**config.mk**
```make
export PLATFORM = sky130hd
export DESIGN_NAME = key_debouncer
export DESIGN_NICKNAME = d
export VERILOG_FILES = /design/src/rtl/key_debouncer.sv
export SDC_FILE = /design/constraint.sdc
export NUM_CORES = 1
export LEC_CHECK = 0
export BUFFER_PORTS_ARGS = -buffer_cell sky130_fd_sc_hd__buf_2
export CORE_ASPECT_RATIO = 1.5
export CORE_MARGIN = 4
export CORE_UTILIZATION = 61
export CTS_CLUSTER_DIAMETER = 120
export DETAILED_ROUTE_END_ITERATION = 8
export PLACE_DENSITY = 0.84
export SKIP_CTS_REPAIR_TIMING = 1
export SLEW_MARGIN = 20
export SYNTH_ARGS = -nofsm -noshare
export SYNTH_HDL_FRONTEND = slang
export SYNTH_SLANG_ARGS = --single-unit
```
**constraint.sdc**
```tcl
create_clock -name clk_clk -period 10.5 [get_ports clk_clk]
set_clock_uncertainty 0.2 [all_clocks]
set_input_delay 2.1 -clock clk_clk [delete_from_list [all_inputs] [get_ports clk_clk]]
set_output_delay 2.1 -clock clk_clk [all_outputs]
set_load 0.02 [all_outputs]
```
**src/rtl/key_debouncer.sv**
```systemverilog
// Debounces the active-low DE0-CV push-buttons.
// Each key also gets press/release pulses and an optional auto-repeat event stream.
module key_debouncer #(
    parameter int N_KEYS               = 4,
    parameter int DEBOUNCE_CYCLES      = 1000000,
    parameter int REPEAT_DELAY_CYCLES  = 25000000,
    parameter int REPEAT_PERIOD_CYCLES = 5000000
) (
    input  logic              clk_clk,
    input  logic              reset_reset,
    input  logic [N_KEYS-1:0] keys_raw_n,
    input  logic              repeat_en,
    output logic [N_KEYS-1:0] keys_clean,
    output logic [N_KEYS-1:0] press_pulse,
    output logic [N_KEYS-1:0] release_pulse,
    output logic [N_KEYS-1:0] event_pulse,
    output logic              any_pressed
);

    localparam int MAX_A = (DEBOUNCE_CYCLES > REPEAT_DELAY_CYCLES) ? DEBOUNCE_CYCLES
                                                                   : REPEAT_DELAY_CYCLES;
    localparam int MAX_P = (MAX_A > REPEAT_PERIOD_CYCLES) ? MAX_A : REPEAT_PERIOD_CYCLES;
    localparam int CW    = $clog2(MAX_P) + 1;

    localparam logic [CW-1:0] DB_LAST  = CW'(DEBOUNCE_CYCLES - 1);
    localparam logic [CW-1:0] DLY_LAST = CW'(REPEAT_DELAY_CYCLES - 1);
    localparam logic [CW-1:0] PER_LAST = CW'(REPEAT_PERIOD_CYCLES - 1);

    typedef enum logic [1:0] {
        IDLE,
        HOLD_WAIT,
        REPEATING
    } rep_state_t;

    for (genvar i = 0; i < N_KEYS; i++) begin : g_key
        logic            s1;
        logic            s2;
        logic            clean;
        logic            press_q;
        logic            release_q;
        logic            event_q;
        logic [CW-1:0]   db_cnt;
        logic [CW-1:0]   rp_cnt;
        rep_state_t      state;
        logic            differs;
        logic            accept;
        logic            press_acc;
        logic            release_acc;
        logic            rep_fire;

        // A new level is accepted only after it has differed for DEBOUNCE_CYCLES cycles in a row.
        always_comb begin
            differs     = (s2 != clean);
            accept      = differs && (db_cnt == DB_LAST);
            press_acc   = accept && !s2;
            release_acc = accept && s2;
            rep_fire    = repeat_en && !release_acc &&
                          (((state == HOLD_WAIT) && (rp_cnt == DLY_LAST)) ||
                           ((state == REPEATING) && (rp_cnt == PER_LAST)));
        end

        always_ff @(posedge clk_clk or posedge reset_reset) begin
            if (reset_reset) begin
                s1        <= 1'b1;
                s2        <= 1'b1;
                clean     <= 1'b1;
                db_cnt    <= '0;
                press_q   <= 1'b0;
                release_q <= 1'b0;
                event_q   <= 1'b0;
                rp_cnt    <= '0;
                state     <= IDLE;
            end else begin
                s1 <= keys_raw_n[i];
                s2 <= s1;

                if (!differs) begin
                    db_cnt <= '0;
                end else if (accept) begin
                    db_cnt <= '0;
                    clean  <= s2;
                end else begin
                    db_cnt <= db_cnt + CW'(1);
                end

                press_q   <= press_acc;
                release_q <= release_acc;
                event_q   <= press_acc | rep_fire;

                // Repeating only starts from a press seen while enabled; release always stops it.
                if (!repeat_en || release_acc) begin
                    state  <= IDLE;
                    rp_cnt <= '0;
                end else begin
                    case (state)
                        IDLE: begin
                            if (press_acc) begin
                                state  <= HOLD_WAIT;
                                rp_cnt <= '0;
                            end
                        end
                        HOLD_WAIT: begin
                            if (rp_cnt == DLY_LAST) begin
                                state  <= REPEATING;
                                rp_cnt <= '0;
                            end else begin
                                rp_cnt <= rp_cnt + CW'(1);
                            end
                        end
                        REPEATING: begin
                            if (rp_cnt == PER_LAST) begin
                                rp_cnt <= '0;
                            end else begin
                                rp_cnt <= rp_cnt + CW'(1);
                            end
                        end
                        default: begin
                            state  <= IDLE;
                            rp_cnt <= '0;
                        end
                    endcase
                end
            end
        end

        assign keys_clean[i]    = clean;
        assign press_pulse[i]   = press_q;
        assign release_pulse[i] = release_q;
        assign event_pulse[i]   = event_q;
    end

    assign any_pressed = ~&keys_clean;

endmodule
```
Word-level counts from Yosys, hierarchy flattened
Index checks and enable logic that the tools add are counted.

word-level totals
  input port bits = 7
  bits in latches = 0
  memories kept = 0
  RAM bits = 0
  word-level logic and storage cells = 187
  output and inout bits = 17
  register bits after elaboration = 240
  bits in read-only memories = 0

operators by class
  equal/unequal tests = 36
  div/mod/pow operators = 0
  order comparisons = 0
  reduce and logical (&&, ||, !) cells = 59
  shift operators = 0
  bitwise gates (word level) = 4
  $add $sub $neg = 8
  $mul = 0
  muxes and demuxes = 44

operator list
  kind                                                    count
  two-way mux 26 bit                                      24
  one-hot mux 26 bit (3 select lines)                     4
  adder 26 x 1 -> 26 bit (second input constant)          8
  equality test 26 x 20 -> 1 bit (second input constant)  4
  equality test 26 x 23 -> 1 bit (second input constant)  4
  equality test 26 x 25 -> 1 bit (second input constant)  4
  logical AND 1 bit                                       28
  two-way mux 2 bit                                       12
  one-hot mux 2 bit (3 select lines)                      4
  inequality test 3 x 1 -> 1 bit (second input constant)  4
  inequality test 3 bit (second input constant)           4
  AND reduction 3 bit                                     4
  zero test 1 bit                                         10
  equality test 2 x 1 -> 1 bit (second input constant)    4
  equality test 2 bit (second input constant)             4
  zero test 2 bit                                         4
  logical OR 1 bit                                        8
  inequality test 2 x 1 -> 1 bit (second input constant)  4
  AND reduction 2 bit                                     4
  inequality test 1 bit                                   4
  OR 1 bit                                                4
  AND reduction 4 bit                                     1

Logic depth before layout (Yosys ltp)
  word-level depth = 7
  gate-level depth with buffers = 9
  mapped depth without buffers = 7

Worst setup path before layout
OpenSTA, ideal clock, no wires.

  path kind = input -> register
  start = in repeat_en
  end = reg g_key[0].rp_cnt[7]
  stages on the path = 6
  setup slack = 6508 ps
  data required time = 10184 ps
  arrival = 3676 ps
  path buffers = 2
  setup time = 116 ps
  cell sequence = clkbuf_1 > o31ai_1 > a211oi_1 > nand2_1 > clkbuf_1 > o311ai_0

between the ends
  longest elaborated chain between the ends = 3
  elaborated cells on any way between the ends = 4
  classes of those cells = eq/ne (1); mux (1); reduce/logical (2)

RTL lines
  item                                                                                 line  source
  start, declared                                                                      12    input logic repeat_en,
  zero test 1 bit (*)                                                                  91    if (!repeat_en || release_acc) begin
  logical OR 1 bit (*)                                                                 91
  inequality test 3 bit (no source line) / two-way mux 26 bit (equally long branches)  -
  end signal, assigned                                                                 107   rp_cnt <= rp_cnt + CW'(1);
  end signal, assigned                                                                 114   rp_cnt <= rp_cnt + CW'(1);
  end, declared                                                                        43    logic [CW-1:0] rp_cnt;

Mark *: on every way between the ends. The rest lies on a longest branch, timed or not.
A chain may end at the register's enable or synchronous reset.

==> results.toml <==
[clocking]
clk_path_buf_depth = 3
clk_pin_slew_ns = 0.06
clk_latency_ns = 0.52
numCtsBuffers = 24
cts_tree = "yes"
cts_root_buffer = "clkbuf_16"
h-tree-depth = 1
cts_sinks = 240

[sta]
setup_tns_ns = 0
final-hold-violation-count = 0
maxSlewViolCount = 0
rsz0062_at_grt = "no"
setup_viol = 0
fin_crit_sh_pct = 39.4
fmax_ghz = 0.242
fin_crit_ns = 4.14
max_slew.worst_pin.slew_ns = 1.03
maxSlewHeadroom_pct = 30.4

[worst_hold_path]
hp-class = "register to register"

[pwr]
pwr-share-clk_pct = 42.4
intPower_mw = 1.61
seq_power_share_pct = 44.2
power_leakage_nw = 5.83
power_switching_mw = 0.578
power.share.switching_pct = 26.4
vdd_ir_drop_max_mv = 0.146
pwr-share-comb_pct = 13.4
cellPowerDensity_nw_per_um2 = 155

[floorplanning]
start_util_pct = 61.9
io_pins = 24
fp-row-count = 65
dieArea_um2 = 23700
die_y_um = 187
core_area_um2 = 21000
die_w_um = 127

[logic_synthesis]
ys.flop_type = "dfrtp_1"
synthSimpleGateAreaFrac_pct = 26.8
syn_nets = 1422
synth_top_family_by_area = "simple AND/OR/NAND/NOR gates"
synth_fa_ha_area_share_pct = 2.41
synth-edff-count = 0
synth_seq_cells = 240
ys_async_sr_fraction_pct = 100
syn_area_um2 = 13000
avgSynthCellArea_um2 = 9.34
yosysSeqAreaShare_pct = 46.4
synth_cell_type_count = 72
synth-compound-area-share_pct = 13.2
synthXorXnorAreaFrac_pct = 7.02
yosys_warnings = 0
syn_inst = 1390
synth_mux_area_share_pct = 0.347

[critical_path]
slowest_delay_ns = 0.86
setup.worst_path.end_class = "async pin"
crit_buf_inv = 4
cpMostUsedCell = "buf_4"
ff2ff_setup_slack_ns = 7.21
critical_path_class = "input port to async pin"
cp-start-kind = "input port"
slowest_stage = "buf_4"
worstPathArrival_ns = 4.44
crit_chain = "buf_2 > inv_8 > buf_4 > buf_4"
crit_required_ns = 10.80
crit_family = "buffers and inverters"
cp_max_fo = 97

[detailed_routing]
drt-initial-drc-count = 960
ant_nets = 0
routed_wl_um = 28000
post-route-drc-count = 0
via_per_inst = 6.31
first_pass_iters = 5
vias = 10500
routedWlPerCell_um = 16.8

[grt]
track_usage_pct = 23.7
grt_pass1_wl_um = 48700
grt_pass1_vias = 10400
met3_usage_pct = 2.92
overflow = 0
grt_max_degree = 98
antenna_found_initial = 0
use_met1_pct = 30.4
busiest_layer = "met2"
met2_usage_pct = 41.9

[layout]
nFillCells = 1596
nets = 1415
synthToLayoutAreaGrowth_pct = 8.34
final_util_pct = 67.0
drive_gt1_share_pct = 7.92
n_antenna_cell = 0
seqCellArea_um2 = 6020
multiInputGateArea_um2 = 6480

[placed_design]
dpl.hpwl_um = 18300
port_buffers = 23
gp_congestion = 0.919

[run_status]
status = "completed"

[run]
cap_violations = 0
==> stage by stage <==
stage | power (mW) | std cells | setup slack (ns) | instance area, µm² | hold WS [ns]
finish | 2.19 | 1669 | 6.36 | 14100 | 0.150
global route | 2.29 | 1669 | 5.89 | 14100 | 0.164
CTS | 2.20 | 1669 | 6.21 | 14100 | 0.152
detailed placement | 1.27 | 1625 | 5.67 | 13200 | 0.147
global placement | 1.26 | 1625 | 5.73 | 13200 | 0.146
floorplan | 1.20 | 1390 | 1.63 | 13000 | 0.145
==> logic make-up after synthesis <==
kind of cell / after synthesis
DFF: 240
buffers and inverters: 109
muxes: 4
adders and majority gates: 25
and+or+nand+nor: 683
AOI/OAI and AO/OA: 225
xor gates and xnor gates: 104
==> final timing paths <==
kind                                                from                              end  cells after the start
min in group asynchronous                    reset_reset    g_key[3].db_cnt[20]$_DFF_PP0_                      2
setup / recovery                             reset_reset    g_key[3].db_cnt[25]$_DFF_PP0_                      4
setup reg to reg           g_key[2].db_cnt[15]$_DFF_PP0_  g_key[2].rp_cnt[25]$_DFFE_PP0P_                      7
max in group clk_clk                           repeat_en  g_key[1].rp_cnt[10]$_DFFE_PP0P_                      6
hold / removal                     g_key[1].s1$_DFF_PP1_            g_key[1].s2$_DFF_PP1_                      0
hold reg to reg                    g_key[1].s1$_DFF_PP1_            g_key[1].s2$_DFF_PP1_                      0
==> flip-flops by register name, indices dropped and copies added, names as in the netlist <==
signal / flops
g_key.state: 8
g_key.press_q: 4
g_key.release_q: 4
g_key.s1: 4
g_key.s2: 4
g_key.db_cnt: 104
g_key.event_q: 4
g_key.clean: 4
g_key.rp_cnt: 104
==> synth_stat cells, types with 5 or more instances <==
cell,instances,area [µm²]
o22ai_1,11,68.8
inv_1,43,161
or3_1,12,75.1
a31oi_1,17,106
nor2_1,163,612
nor2b_1,7,43.8
dfstp_2,12,315
xor2_1,63,552
nor4b_1,6,52.6
nor3_1,33,165
nand2b_1,6,37.5
o21ai_0,30,150
a21o_1,17,128
or2_2,6,37.5
and2_1,24,150
o31ai_1,22,165
a22o_1,26,228
o41ai_1,12,105
xnor2_1,41,359
or4_1,12,90.1
a21oi_1,15,75.1
dfrtp_1,228,5710
o21a_1,5,37.5
clkbuf_1,43,161
and3_1,36,225
nand4_1,58,363
and4_1,18,158
nand3_1,115,576
nand2_1,137,514
ha_1,25,313
a22oi_1,6,45.0
nor4_1,29,181
buf_4,16,120
o311ai_0,23,201
==> power groups by stage <==
| stage | logic [mW] | clock network, mW | registers [mW] |
|---|---|---|---|
| 4_1_cts | 0.293 | 0.942 | 0.965 |
| 3_5_place_dp | 0.289 | 0 | 0.982 |
| 5_1_grt | 0.330 | 0.987 | 0.968 |
| 6_report | 0.293 | 0.927 | 0.966 |
| 2_1_floorplan | 0.222 | 0 | 0.978 |
| 3_3_place_gp | 0.279 | 0 | 0.981 |
==> cell usage in the layout (no fill, tap or decap), types with 33 or more instances in the layout <==
cell,Yosys,layout
and3_1,36,36
dfrtp_1,228,228
inv_1,43,42
nand2_1,137,137
nand3_1,115,115
nand4_1,58,58
nor2_1,163,163
nor3_1,33,33
xnor2_1,41,41
xor2_1,63,63
==> per-layer routing <==
layer	part of all wire [%]	wire, µm	vias up
met3	3.4	959	50
met5	0	0	-
met4	2.1	589	0
li1	-	-	5043
met2	52	14600	235
met1	42	11800	5198
==> final cells by class <==
class	instances	area share [%]
Sequential cell	240	42.8
Timing Repair Buffer	33	1.35
Tap cell	268	2.38
Multi-Input combinational cell	1041	46.1
Clock inverter	9	0.898
Clock buffer	35	5.28
Inverter	43	1.20
Power figures use the tool's default switching activity.
